==> src/rtl/panel_pkg.sv <==
// panel_pkg: shared state/key encodings and value limits for the washer control panel
package panel_pkg;
  typedef enum logic [1:0] {ST_IDLE = 2'd0, ST_RUN = 2'd1, ST_PAUSE = 2'd2, ST_DONE = 2'd3} state_t;
  typedef enum logic [2:0] {K_NONE, K_RUN, K_OPEN, K_WATER, K_CLICK} key_t;
  localparam logic [2:0] MODE_MAX  = 3'd5;
  localparam logic [2:0] LEVEL_MIN = 3'd1;
  localparam logic [2:0] LEVEL_MAX = 3'd5;
  localparam logic [2:0] LEVEL_RST = 3'd3;
  function automatic logic [2:0] wrap_inc(input logic [2:0] v, input logic [2:0] lo, input logic [2:0] hi);
    return (v >= hi) ? lo : v + 3'd1;
  endfunction
endpackage

==> src/rtl/key_filter.sv <==
// key_filter: per-key debounce with a registered one-cycle pulse on each filtered rise
module key_filter #(
  parameter int DB_CYCLES = 4
) (
  input  logic cp,
  input  logic resetBtn,
  input  logic raw,
  output logic level,
  output logic press
);
  localparam int CW = $clog2(DB_CYCLES + 1);
  logic [CW-1:0] cnt_q;
  logic          level_q;
  logic          press_q;
  // count consecutive disagreeing samples; the level follows raw on the last one, so the pulse lands with it
  always_ff @(posedge cp) begin
    if (resetBtn) begin
      cnt_q   <= '0;
      level_q <= 1'b0;
      press_q <= 1'b0;
    end else begin
      press_q <= 1'b0;
      if (raw == level_q) begin
        cnt_q <= '0;
      end else if (cnt_q == CW'(DB_CYCLES - 1)) begin
        cnt_q   <= '0;
        level_q <= raw;
        press_q <= raw;
      end else begin
        cnt_q <= cnt_q + 1'b1;
      end
    end
  end
  assign level = level_q;
  assign press = press_q;
endmodule

==> src/rtl/panel_ctrl.sv <==
// panel_ctrl: washer front-panel key handling and run/pause/done state machine
module panel_ctrl
  import panel_pkg::*;
#(
  parameter int DB_CYCLES = 4
) (
  input  logic       cp,
  input  logic       resetBtn,
  input  logic       runBtn,
  input  logic       openBtn,
  input  logic       WaterBtn,
  input  logic       click,
  input  logic       finish,
  output logic [1:0] state,
  output logic [2:0] mode,
  output logic [2:0] waterLevel,
  output logic       doorOpen,
  output logic       beep,
  output logic       err
);
  logic [3:0] raw_keys;
  logic [3:0] levels;
  logic [3:0] presses;
  key_t       key;
  state_t     state_q;
  logic [2:0] mode_q;
  logic [2:0] level_q;
  logic       door_q;
  logic       beep_q;
  logic       err_q;
  assign raw_keys = {click, WaterBtn, openBtn, runBtn};
  genvar i;
  generate
    for (i = 0; i < 4; i++) begin : g_key
      key_filter #(.DB_CYCLES(DB_CYCLES)) u_filter (
        .cp(cp),
        .resetBtn(resetBtn),
        .raw(raw_keys[i]),
        .level(levels[i]),
        .press(presses[i])
      );
    end
  endgenerate
  // only the highest-priority pulse of a cycle is acted on; the rest are silently dropped
  always_comb begin
    key = presses[0] ? K_RUN : presses[1] ? K_OPEN : presses[2] ? K_WATER : presses[3] ? K_CLICK : K_NONE;
  end
  // panel state machine; beep and err are mutually exclusive one-cycle pulses
  always_ff @(posedge cp) begin
    if (resetBtn) begin
      state_q <= ST_IDLE;
      mode_q  <= 3'd0;
      level_q <= LEVEL_RST;
      door_q  <= 1'b0;
      beep_q  <= 1'b0;
      err_q   <= 1'b0;
    end else begin
      beep_q <= 1'b0;
      err_q  <= 1'b0;
      case (state_q)
        ST_IDLE: begin
          case (key)
            K_RUN: begin
              if (door_q) err_q <= 1'b1;
              else begin
                state_q <= ST_RUN;
                beep_q  <= 1'b1;
              end
            end
            K_OPEN: begin
              door_q <= ~door_q;
              beep_q <= 1'b1;
            end
            K_WATER: begin
              level_q <= wrap_inc(level_q, LEVEL_MIN, LEVEL_MAX);
              beep_q  <= 1'b1;
            end
            K_CLICK: begin
              mode_q <= wrap_inc(mode_q, 3'd0, MODE_MAX);
              beep_q <= 1'b1;
            end
            default: ;
          endcase
        end
        ST_RUN: begin
          if (key == K_RUN) begin
            state_q <= ST_PAUSE;
            beep_q  <= 1'b1;
          end else if (key != K_NONE) err_q <= 1'b1;
          else if (finish) state_q <= ST_DONE;
        end
        ST_PAUSE: begin
          case (key)
            K_RUN: begin
              if (door_q) err_q <= 1'b1;
              else begin
                state_q <= ST_RUN;
                beep_q  <= 1'b1;
              end
            end
            K_OPEN: begin
              door_q <= ~door_q;
              beep_q <= 1'b1;
            end
            K_WATER, K_CLICK: err_q <= 1'b1;
            default: ;
          endcase
        end
        default: begin
          if (key != K_NONE) begin
            state_q <= ST_IDLE;
            beep_q  <= 1'b1;
          end
        end
      endcase
    end
  end
  assign state      = state_q;
  assign mode       = mode_q;
  assign waterLevel = level_q;
  assign doorOpen   = door_q;
  assign beep       = beep_q;
  assign err        = err_q;
endmodule

==> config.mk <==
export PLATFORM = sky130hd
export DESIGN_NAME = panel_ctrl
export DESIGN_NICKNAME = d
export VERILOG_FILES = /design/src/rtl/panel_pkg.sv /design/src/rtl/key_filter.sv /design/src/rtl/panel_ctrl.sv
export SDC_FILE = /design/constraint.sdc
export NUM_CORES = 1
export LEC_CHECK = 0
export ABC_AREA = 1
export BUFFER_PORTS_ARGS = -buffer_cell sky130_fd_sc_hd__buf_2
export CAP_MARGIN = 30
export CORE_AREA = 5 5 62 64
export CTS_CLUSTER_DIAMETER = 100
export DETAILED_ROUTE_END_ITERATION = 16
export DIE_AREA = 0 0 67 69
export GPL_ROUTABILITY_DRIVEN = 0
export PLACE_DENSITY = 0.72
export SYNTH_ARGS = -nofsm -noshare
export SYNTH_HDL_FRONTEND = slang
export SYNTH_HIERARCHICAL = 1
export SYNTH_SLANG_ARGS = --single-unit
==> constraint.sdc <==
create_clock -name cp -period 1.2 [get_ports cp]
set_clock_uncertainty 0.2 [all_clocks]
set_input_delay 0.12 -clock cp [delete_from_list [all_inputs] [get_ports cp]]
set_output_delay 0.12 -clock cp [all_outputs]
set_load 0.01 [all_outputs]
# [Yosys cells after proc, flatten, opt, wreduce, memory -nomap -nowiden]
# Cells that the tools add are included.
[word_totals] inputBits=7 romBits=0 n_memories=0 regBits=31 output_inout_bits=11 latch_bits=0 ram_bits=0 wordCells=99
[classes] add_sub_neg=6 mul=0 div_mod_pow=0 n_mux=24 n_lt_le_gt_ge=2 n_eq_ne=18 n_reduce_logical=22 n_bitwise=9 n_shift=0
[ops] operator="3-bit OR reduction" n=9
[ops] operator="3-bit by 1-bit adder with 3-bit output, second input constant" n=6
[ops] operator="3-bit by 2-bit equality test with 1-bit output, second input constant" n=6
[ops] operator="3-bit two-way mux" n=6
[ops] operator="2-bit AND reduction" n=7
[ops] operator="2-bit two-way mux" n=6
[ops] operator="1-bit NOT" n=9
[ops] operator="3-bit greater-or-equal comparator, second input constant" n=2
[ops] operator="1-bit two-way mux" n=6
[ops] operator="3-bit != test, second input constant" n=2
[ops] operator="1-bit one-hot mux with 2 select lines" n=3
[ops] operator="1-bit one-hot mux with 3 select lines" n=2
[ops] operator="3-bit nonzero test" n=2
[ops] operator="5-bit AND reduction" n=1
[ops] operator="1-bit equality test" n=4
[ops] operator="2-bit one-hot mux with 2 select lines" n=1
[ops] operator="2-bit OR reduction" n=2
[ops] operator="3-bit by 1-bit equality test with 1-bit output, second input constant" n=1
[ops] operator="3-bit equality test, second input constant" n=1
[ops] operator="2-bit by 1-bit equality test with 1-bit output, second input constant" n=1
[ops] operator="2-bit equality test, second input constant" n=1
[ops] operator="2-bit logical NOT" n=1
[ops] operator="2-bit by 1-bit != test with 1-bit output, second input constant" n=1
[ops] operator="2-bit != test, second input constant" n=1

# [Depth between registers and ports, before layout]
# Gate-level depths: netlist of the first run.
[logic_depth] word_depth=8 ltp_mapped=8 depth_no_buf=8

# [Hierarchy]
# Netlist of the first run, hierarchy kept.
[by_module_without_submodules] mod="key_filter" n_inst=4 seq_area_each_um2=100.1 cells_per_inst=21 area_each_um2=182.7
[by_module_without_submodules] mod="panel_ctrl" n_inst=1 seq_area_each_um2=220.2 cells_per_inst=104 area_each_um2=679.4

# [Least setup slack after synthesis of the first run]
# No wires, ideal clock.
[synth_timing] kind="flip-flop to flip-flop" from="register state_q[0] (netlist: state[0])" to="register state_q[0] (netlist: state[0])" path_stages_with_launch=7 n_path_buf=0 t_required_ps=885 setup_time_ps=115 period_less_slack_ps=1352 t_arrival_ps=1037 slack_ps=-152 cell_sequence="dfxtp_1 -> inv_1 -> nand2_1 -> nand2_2 -> nor2_4 -> nand3_1 -> o21a_1"
[synth_between] elab_chain_len=4 word_cells_on_any_way=11 cone_classes="6 x eq/ne; 1 x mux; 4 x reduce/logical"
[synth_rtl] element="start, declared" line="panel_ctrl.sv:25" rtl="state_t state_q;"
[synth_rtl] element="start signal, assigned" line="panel_ctrl.sv:51" rtl="state_q <= ST_IDLE;"
[synth_rtl] element="start signal, assigned" line="panel_ctrl.sv:66" rtl="state_q <= ST_RUN;"
[synth_rtl] element="start signal, assigned" line="panel_ctrl.sv:87" rtl="state_q <= ST_PAUSE;"
[synth_rtl] element="2-bit equality test or 2-bit logical NOT (tied branches)" line="panel_ctrl.sv:60" rtl="case (state_q)"
[synth_rtl] element="2-bit OR reduction (no source line)"
[synth_rtl] element="2-bit by 1-bit != test with 1-bit output (no source line) (tied with other cells)"
[synth_rtl] element="5-bit AND reduction (no source line)"
# Several ways; a longest one is shown, not always the timed one.
# A chain may end at the register's enable or synchronous reset.

# [Worst setup path in the final report of the first run]
[layout_timing] from="register g_key[0].u_filter.press_q" to="register mode_q[0] (netlist: mode[0])"
[layout_between] elab_chain_len=3
[layout_rtl] element="start, declared" line="key_filter.sv:14" rtl="logic press_q;"
[layout_rtl] element="start signal, assigned" line="key_filter.sv:28" rtl="press_q <= raw;"
[layout_rtl] element="3-bit two-way mux" line="panel_ctrl.sv:46" rtl="key = presses[0] ? K_RUN : presses[1] ? K_OPEN : presses[2] ? K_WATER : presses[3] ? K_CLICK : K_NONE;"
[layout_rtl] element="3-bit equality test" line="panel_ctrl.sv:62" rtl="case (key)"
[layout_rtl] element="2-bit AND reduction (no source line)"
[layout_rtl] element="end signal, assigned" line="panel_ctrl.sv:79" rtl="mode_q <= wrap_inc(mode_q, 3'd0, MODE_MAX);"
[layout_rtl] element="end, declared" line="panel_ctrl.sv:26" rtl="logic [2:0] mode_q;"
# No other way between the ends.

==> results of run 1 <==
## logic make-up (layout without fill, tap and decap cells)
group	after synthesis	count (layout)	synth area share, %
buffers and inverters	29	77	7.81
flip-flops	31	31	44.0
AND/OR/NAND/NOR	89	89	27.1
AO/OA/AOI/OAI	27	27	10.5
adder cells (fa/ha/maj)	12	12	10.6
## power by group
part / total (mW) / internal (mW) / switching (mW)
clock network: 0.608 / 0.226 / 0.382
logic: 0.143 / 0.0684 / 0.0745
registers: 1.05 / 1.03 / 0.0164
total: 1.80 / 1.32 / 0.473
## worst max-delay path, delay by kind of cell, from the launching register on
family                 cells  cell delay [ps]
AND/OR/NAND/NOR            3              430
flip-flops                 1              400
buffers and inverters      1              110
AO/OA/AOI/OAI              1              100
## final cells by class
class                           instances  area [sq um]  share of cell area, %
Clock buffer                            6          41.3                   1.92
Clock inverter                          2          12.5                  0.583
Tap cell                               46          57.6                   2.68
Timing Repair Buffer                   40           307                   14.3
Multi-Input combinational cell        128           942                   43.9
Sequential cell                        31           664                   31.0
Inverter                               29           121                   5.66
## layer usage
layer	track usage, %	vias to the layer above	share of wire (%)
met5	0	-	0
met4	4.73	0	0.89
met3	5.36	6	4.2
met2	26.4	29	55
met1	15.1	630	40
li1	-	688	-
## placed cells by master, fill, tap and decap left out
cell,instances
inv_2,2
dlygate4sd3_1,4
o31ai_2,1
o21ai_0,2
nand2_4,2
inv_1,22
buf_4,17
nand3_1,5
nand3_2,4
a21oi_2,1
nor2_1,20
clkbuf_4,5
dfxtp_1,12
clkbuf_1,1
clkinvlp_4,1
nor2_4,8
nor2b_1,4
nand4_1,1
buf_6,7
clkinv_2,1
a21oi_1,14
o21ai_1,5
dfxtp_2,11
nor3_4,1
ha_4,10
inv_4,5
ha_1,2
nor2_2,8
buf_2,12
o21a_1,2
dfxtp_4,8
nand2_1,26
o211ai_1,2
nand2_2,10
## through the flow
stage	std cells	setup TNS, ps
after floorplan	188	-21.5
after global placement	262	-1030
after detailed placement	262	-1380
after CTS	279	-602
after global routing	282	-2230
final	282	-769
## registers in the layout (all words and copies together) (netlist names)
name / flops
state: 2
beep: 1
g_key.u_filter/press: 4
g_key.u_filter/cnt_q: 12
err: 1
g_key.u_filter/level: 4
doorOpen: 1
waterLevel: 3
mode: 3
## repair_timing
action | in CTS | in global routing
endpoints found under the setup margin | 27 | 33
gates cloned | 0 | 0
buffers inserted | 5 | 3
pin swaps | 26 | 11
hold endpoints to repair | 23 | 7
gates resized for setup | 60 | 28
## final timing paths
kind                                                               to                                  start
worst min-delay path                             mode[0]$_SDFFE_PP0P_                               resetBtn
worst max-delay path                             mode[0]$_SDFFE_PP0P_     g_key[0].u_filter/press$_SDFF_PP0_
worst min register to register  g_key[2].u_filter/cnt_q[0]$_SDFF_PP0_  g_key[2].u_filter/cnt_q[0]$_SDFF_PP0_
worst max register to register                   mode[0]$_SDFFE_PP0P_     g_key[0].u_filter/press$_SDFF_PP0_
==> summary.txt, run 1 <==
top-area cell type share of the netlist area -> 44.0%
Starting Density -> 43.6%
Synth Warn # -> 6
vias in the first global route -> 1326
Synth async-reset ratio -> 0%
FP Rows -> 21
failing checks -> negative hold slack, negative setup slack
Max VDD drop -> 743 uV
Min-Delay Path Depth -> 2
Yosys cell types -> 19
hpwl dp -> 1880 um
placed cell area -> 1680 sq um
min Tclk post-route -> 1300 ps
diode count -> 0
syn nets -> 207
first drt pass iteration count -> 4
max-slew violations -> 0
chip width -> 67 um
gr usage total -> 14.6%
largest net degree at the start of global routing -> 14
share of cells above drive strength 1 -> 48.3%
Yosys reg bits -> 31
Vias -> 1353
final core utilization -> 66.4%
Vias/cell -> 4.80
Synth Instances -> 188
core area -> 3230 sq um
NumNets Final -> 254
Pwr Total -> 1.80 mW
worst path arrival time -> 1370 ps
Final Hold Vio Count -> 7
CP Launch Type -> register
CTS tree -> yes
CTS Buf Count -> 5
post-route antenna net violation count -> 0
Hold-fix buffers, CTS -> 4
fill cell count -> 278
Avg WL per Cell -> 11.5 um
setup ws final -> -104 ps
max_slew headroom -> 81.3%
EDFF count, synth -> 0
number of port buffers -> 17
Final Routed Wirelength -> 3250 um
Peak Freq -> 0.767 GHz
Commonest cells post-synth -> nand2_1, nor2_1, dfxtp_1
Final setup viols -> 14
Worst-path clk slew -> 100 ps
clk_lat worst skew -> 340 ps
first-pass GRT wire length -> 5330 um
largest cells by area after synthesis -> dfxtp_1, ha_1, nand2_1
antenna violations before repair -> 0
WHS -> -83.9 ps
RSZ-0062 raised after global routing -> true
Worst Path Required -> 1270 ps
CP endpoint kind -> register
Mapped Area -> 1410 sq um
pre-CTS setup slack -> -131 ps
root buffer cell -> clkbuf_4
Max Root-Sink Buffers -> 2
Remaining DRCs -> 0
worst reg2reg path depth -> 5
Layout area overhead -> 52.2%
CP max-delay cell -> dfxtp_4
CTS H-tree depth -> 2
Critical Path Fanout Max -> 6
Primary FF master, synth -> dfxtp_1
register area share after synthesis -> 44.0%
cell taking the most area after synthesis -> dfxtp_1
Max Cap Viol -> 0
status -> finished, violations left
Worst path max stage delay -> 400 ps
worst slew pin tran -> 280 ps
total gr overflow -> 0
worst path cell trace -> nor3_4, nand3_2, inv_2, nand2_2, a21oi_2
Die ar. -> 4620 sq um
final cycle utilization of the critical path -> 109%
worst reg-to-reg setup slack -> -100 ps
Mapped Avg Cell Area -> 7.50 sq um
Crit Path Class -> register to register
die height -> 69 um
hold crit path type -> input pin to register
number of I/O pins -> 18
most common cell in the netlist -> nand2_1
Final Cell Area -> 2150 sq um
PwrDens -> 838 nW/um^2
Leak Pwr -> 0.888 nW
Sink Count -> 31
DRT iter0 DRCs -> 54
Power figures use the tool's default switching activity.
==> run 2: changes to the inputs <==
--- a/config.mk
+++ b/config.mk
@@ -8,12 +8,13 @@
 export ABC_AREA = 1
 export BUFFER_PORTS_ARGS = -buffer_cell sky130_fd_sc_hd__buf_2
 export CAP_MARGIN = 30
-export CORE_AREA = 5 5 62 64
+export CORE_AREA = 5 5 60 67
 export CTS_CLUSTER_DIAMETER = 100
 export DETAILED_ROUTE_END_ITERATION = 16
-export DIE_AREA = 0 0 67 69
+export DIE_AREA = 0 0 65 72
 export GPL_ROUTABILITY_DRIVEN = 0
-export PLACE_DENSITY = 0.72
+export MAX_ROUTING_LAYER = met4
+export PLACE_DENSITY = 0.71
 export SYNTH_ARGS = -nofsm -noshare
 export SYNTH_HDL_FRONTEND = slang
 export SYNTH_HIERARCHICAL = 1
==> summary.txt, run 2 (synthesis results as in run 1) <==
status -> finished, violations left
failing checks -> negative setup slack
Pwr Total -> 1.80 mW (+0.13%)
setup ws final -> -116 ps (-12.3 ps)
die height -> 72 um (+4.3%)
CP endpoint kind -> register
Leak Pwr -> 0.930 nW (+4.7%)
first drt pass iteration count -> 4 (unchanged)
FP Rows -> 22 (+4.8%)
root buffer cell -> clkbuf_4
number of I/O pins -> 18 (unchanged)
chip width -> 65 um (-3.0%)
Final Routed Wirelength -> 3380 um (+4.0%)
Layout area overhead -> 59.7%
NumNets Final -> 257 (+1.2%)
first-pass GRT wire length -> 5530 um (+3.6%)
Final setup viols -> 15 (+1)
Sink Count -> 31 (unchanged)
CTS H-tree depth -> 2 (unchanged)
Vias -> 1373 (+1.5%)
most frequent cells in the layout -> nand2_1, inv_1, nor2_1
gr usage total -> 15.8% (+1.2 points)
min Tclk post-route -> 1320 ps (+12.3 ps)
max_slew headroom -> 75.7% (-5.6 points)
DRT iter0 DRCs -> 38 (-30%)
RSZ-0062 raised after global routing -> true
CTS tree -> yes
hold crit path type -> input pin to register
Worst-path clk slew -> 100 ps (about the same)
Worst Path Required -> 1240 ps (-30 ps)
Largest register FFs -> 12 (unchanged)
Die ar. -> 4680 sq um (+1.2%)
max-slew violations -> 0 (unchanged)
Vias/cell -> 4.99 (+4.1%)
largest net degree at the start of global routing -> 11 (-3)
worst slew pin tran -> 360 ps (+80.3 ps)
CP Launch Type -> register
most common cell after layout, fill and taps aside -> nand2_1
worst path arrival time -> 1360 ps (about the same)
Starting Density -> 43.0% (-0.58 points)
Max Cap Viol -> 0 (unchanged)
number of port buffers -> 17 (unchanged)
PwrDens -> 799 nW/um^2 (-4.6%)
Max Root-Sink Buffers -> 2 (unchanged)
Critical Path Fanout Max -> 7 (+1)
Max VDD drop -> 840 uV (+13%)
Avg WL per Cell -> 12.3 um (+6.6%)
CTS Buf Count -> 5 (unchanged)
diode count -> 0 (unchanged)
core area -> 3280 sq um (+1.4%)
final core utilization -> 68.8% (+2.4 points)
final cycle utilization of the critical path -> 110% (+1.0 points)
Top reg by flops -> g_key.u_filter/cnt_q
vias in the first global route -> 1328 (+0.15%)
antenna violations before repair -> 0 (unchanged)
share of cells above drive strength 1 -> 52.3% (+4.0 points)
Crit Path Class -> register to register
post-route antenna net violation count -> 0 (unchanged)
Peak Freq -> 0.760 GHz (-0.93%)
hpwl dp -> 1890 um (+0.73%)
clk_lat worst skew -> 340 ps (about the same)
Remaining DRCs -> 0 (unchanged)
Final Hold Vio Count -> 0 (-7)
total gr overflow -> 0 (unchanged)
## run 2: cell type report
cell class                 instances  area, sq um
fill                             241         1020
timing repair buffer              43          359
inverter                          29          126
tap                               36         45.0
multi-input combinational        128         1000
clock buffer                       5         37.5
sequential                        31          668
clock inverter                     3         15.0
## run 2: power by group
| part | leakage [nW] | switching (mW) | total [mW] | internal [mW] |
|---|---|---|---|---|
| sequential | 0.260 | 0.0166 | 1.04 | 1.03 |
| clock | 0.0347 | 0.381 | 0.599 | 0.218 |
| combinational | 0.635 | 0.0801 | 0.157 | 0.0767 |
| total | 0.930 | 0.478 | 1.80 | 1.32 |
## run 2: worst paths after layout
path / slack [ps] / cells after the start / from / to
worst max-delay path: -120 / 5 / state[0]$_SDFFE_PP0P_ / waterLevel[2]$_SDFFE_PP0P_
worst min-delay path: 130 / 8 / finish / state[1]$_SDFFE_PP0P_
worst max register to register: -120 / 5 / state[0]$_SDFFE_PP0P_ / waterLevel[2]$_SDFFE_PP0P_
worst min register to register: 240 / 1 / g_key[0].u_filter/cnt_q[0]$_SDFF_PP0_ / g_key[0].u_filter/cnt_q[0]$_SDFF_PP0_
## run 2: critical path: stages (launching register included)
cell and delay, ps:
dfxtp_4 400, nor2_4 170, buf_6 130, nand3_4 110
o21ai_2 160, a21oi_2 40
## run 2: metrics by stage
| stage | hold slack [ps] | cell area [sq um] | instances | setup TNS, ps | worst slack (ps) |
|---|---|---|---|---|---|
| final | 129 | 2250 | 275 | -929 | -116 |
| after global routing | 147 | 2250 | 275 | -2190 | -176 |
| after CTS | 116 | 2080 | 271 | -593 | -62.7 |
| after detailed placement | 197 | 1670 | 253 | -1190 | -98.8 |
| after global placement | 195 | 1670 | 253 | -906 | -90.4 |
| after floorplan | -18.3 | 1450 | 188 | -21.5 | -11.4 |
## run 2: per-layer routing
metal | wire [um] | vias to the layer above | global-route usage (%)
met5 | 0 | - | -
met1 | 1310 | 634 | 15.7
li1 | - | 700 | -
met2 | 1860 | 28 | 28.3
met3 | 118 | 11 | 4.49
met4 | 93 | 0 | 7.51
## run 2: repair_timing
action / CTS / global route
setup endpoints to repair: 28 / 32
buffers inserted: 3 / 4
pin swaps: 25 / 16
hold buffers: 7 / 0
hold endpoints to repair: 24 / 0
resized for setup: 68 / 41
==> run 3: changes to the inputs <==
--- a/config.mk
+++ b/config.mk
@@ -6,15 +6,17 @@
 export NUM_CORES = 1
 export LEC_CHECK = 0
 export ABC_AREA = 1
-export BUFFER_PORTS_ARGS = -buffer_cell sky130_fd_sc_hd__buf_2
+export BUFFER_PORTS_ARGS = -buffer_cell sky130_fd_sc_hd__buf_4
 export CAP_MARGIN = 30
 export CORE_AREA = 5 5 60 67
+export CTS_BUF_LIST = sky130_fd_sc_hd__clkbuf_4
 export CTS_CLUSTER_DIAMETER = 100
 export DETAILED_ROUTE_END_ITERATION = 16
 export DIE_AREA = 0 0 65 72
 export GPL_ROUTABILITY_DRIVEN = 0
 export MAX_ROUTING_LAYER = met4
 export PLACE_DENSITY = 0.71
+export SKIP_LAST_GASP = 1
 export SYNTH_ARGS = -nofsm -noshare
 export SYNTH_HDL_FRONTEND = slang
 export SYNTH_HIERARCHICAL = 1
==> summary.txt, run 3 (synthesis results as in run 1) <==
DRT iter0 DRCs -> 78 (+110%)
Worst path max stage delay -> 380 ps (-20 ps)
FP Rows -> 22 (unchanged)
vias in the first global route -> 1354 (+2.0%)
hold_sp -> finish
Leak Pwr -> 0.906 nW (-2.6%)
Pwr Total -> 1.77 mW (-1.4%)
worst path arrival time -> 1330 ps (-30 ps)
gr usage total -> 15.0% (-0.87 points)
placed cell area -> 1730 sq um (+3.4%)
chip width -> 65 um (unchanged)
Max Cap Viol -> 0 (unchanged)
antenna violations before repair -> 0 (unchanged)
number of I/O pins -> 18 (unchanged)
CP max-delay cell -> dfxtp_4
diode count -> 0 (unchanged)
Peak Freq -> 0.759 GHz (-0.10%)
worst slew pin tran -> 294 ps (-66.8 ps)
clk_lat worst skew -> 330 ps (about the same)
worst reg-to-reg setup slack -> -120 ps (about the same)
final cycle utilization of the critical path -> 110% (+0.11 points)
CTS H-tree depth -> 2 (unchanged)
CTS Buf Count -> 5 (unchanged)
CP endpoint kind -> register
first-pass GRT wire length -> 5400 um (-2.4%)
Crit Path Class -> register to register
Worst-path clk slew -> 100 ps (about the same)
max_slew headroom -> 80.3% (+4.6 points)
Critical Path Fanout Max -> 6 (-1)
Top reg by flops -> g_key.u_filter/cnt_q
Starting Density -> 43.0% (unchanged)
Sink Count -> 31 (unchanged)
Final setup viols -> 15 (unchanged)
PwrDens -> 817 nW/um^2 (+2.3%)
Max VDD drop -> 639 uV (-24%)
Remaining DRCs -> 0 (unchanged)
Crit. Startpoint -> g_key[0].u_filter/press$_SDFF_PP0_
pre-CTS setup slack -> -184 ps (-84.8 ps)
number of port buffers -> 17 (unchanged)
post-route antenna net violation count -> 0 (unchanged)
Final Routed Wirelength -> 3080 um (-8.8%)
Avg WL per Cell -> 11.2 um (-8.8%)
Reg2Reg Launch Point -> g_key[0].u_filter/press$_SDFF_PP0_
hpwl dp -> 2040 um (+7.8%)
post-layout instance count excluding filler cells -> 275 (unchanged)
Final Hold Vio Count -> 0 (unchanged)
NumNets Final -> 257 (unchanged)
CP Launch Type -> register
RSZ-0062 raised after global routing -> true
worst path cell trace -> nor3_4, nand3_2, buf_4, nand2_1, a21oi_2
max-slew violations -> 0 (unchanged)
share of cells above drive strength 1 -> 47.3% (-5.0 points)
die height -> 72 um (unchanged)
Largest register FFs -> 12 (unchanged)
total gr overflow -> 0 (unchanged)
Layout area overhead -> 54.0%
CP top delay family -> simple AND/OR/NAND/NOR gates
setup ws final -> -118 ps (-1.37 ps)
failing checks -> negative setup slack
Vias -> 1334 (-2.8%)
largest net degree at the start of global routing -> 14 (+3)
CTS tree -> yes
root buffer cell -> clkbuf_4
Vias/cell -> 4.85 (-2.8%)
Final Cell Area -> 2170 sq um (-3.6%)
most frequent cells in the layout -> nand2_1, buf_4, inv_1, nor2_1, dfxtp_1
fill cell count -> 259 (+7.5%)
placed insts -> 255 (+0.79%)
Worst Path Required -> 1220 ps (-20 ps)
hold crit path type -> input pin to register
setup TNS -> -910 ps (+18.6 ps)
min Tclk post-route -> 1320 ps (+1.37 ps)
first drt pass iteration count -> 4 (unchanged)
core area -> 3280 sq um (unchanged)
status -> finished, violations left
Buf/Inv on CP -> 1 (unchanged)
Die ar. -> 4680 sq um (unchanged)
Max Root-Sink Buffers -> 2 (unchanged)
-- run 3: path summary, 6_finish.rpt --
kind	depth (start not counted)	end
worst max-delay path	5	mode[0]$_SDFFE_PP0P_
worst min-delay path	8	state[1]$_SDFFE_PP0P_
worst max register to register	5	mode[0]$_SDFFE_PP0P_
worst min register to register	1	g_key[2].u_filter/cnt_q[0]$_SDFF_PP0_
-- run 3: final cells by class --
| type | count | area (sq um) | area share [%] |
|---|---|---|---|
| clock buffer | 6 | 45.0 | 2.07 |
| tap | 36 | 45.0 | 2.07 |
| inverter | 29 | 119 | 5.47 |
| timing repair buffer | 43 | 369 | 17.0 |
| multi-input combinational | 128 | 928 | 42.7 |
| sequential | 31 | 657 | 30.2 |
| clock inverter | 2 | 8.76 | 0.403 |
-- run 3: layer usage --
| metal | track usage (%) | share of wire, % | up-vias |
|---|---|---|---|
| met5 | - | 0 | - |
| met4 | 5.63 | 1.6 | 0 |
| met3 | 3.25 | 3.4 | 8 |
| met2 | 28.0 | 54 | 26 |
| met1 | 15.0 | 41 | 604 |
| li1 | - | - | 696 |
-- run 3: repair_timing --
| action | in CTS | in global routing |
|---|---|---|
| hold endpoints to repair | 24 | 0 |
| resized for setup | 54 | 27 |
| pin swaps | 27 | 13 |
| endpoints found under the setup margin | 29 | 32 |
| buffers inserted | 4 | 3 |
| hold buffers | 5 | 0 |
-- run 3: per-stage QoR --
stage	utilization [%]	hold WS [ps]
floorplan	-	-18.3
global placement	52.9	201
detailed placement	52.9	200
CTS	63.3	108
global route	66.3	133
finish	66.3	118
-- run 3: power breakdown --
part / switching (mW) / leakage (nW) / internal [mW]
combinational: 0.0638 / 0.614 / 0.0662
clock: 0.351 / 0.0331 / 0.242
sequential: 0.0165 / 0.259 / 1.03
total: 0.432 / 0.906 / 1.34
-- run 3: worst register-to-register path, cell delays in order (launching register included) --
cell     delay [ps]
dfxtp_4         380
nor3_4          190
nand3_2         150
buf_4           160
nand2_1          70
a21oi_2          60
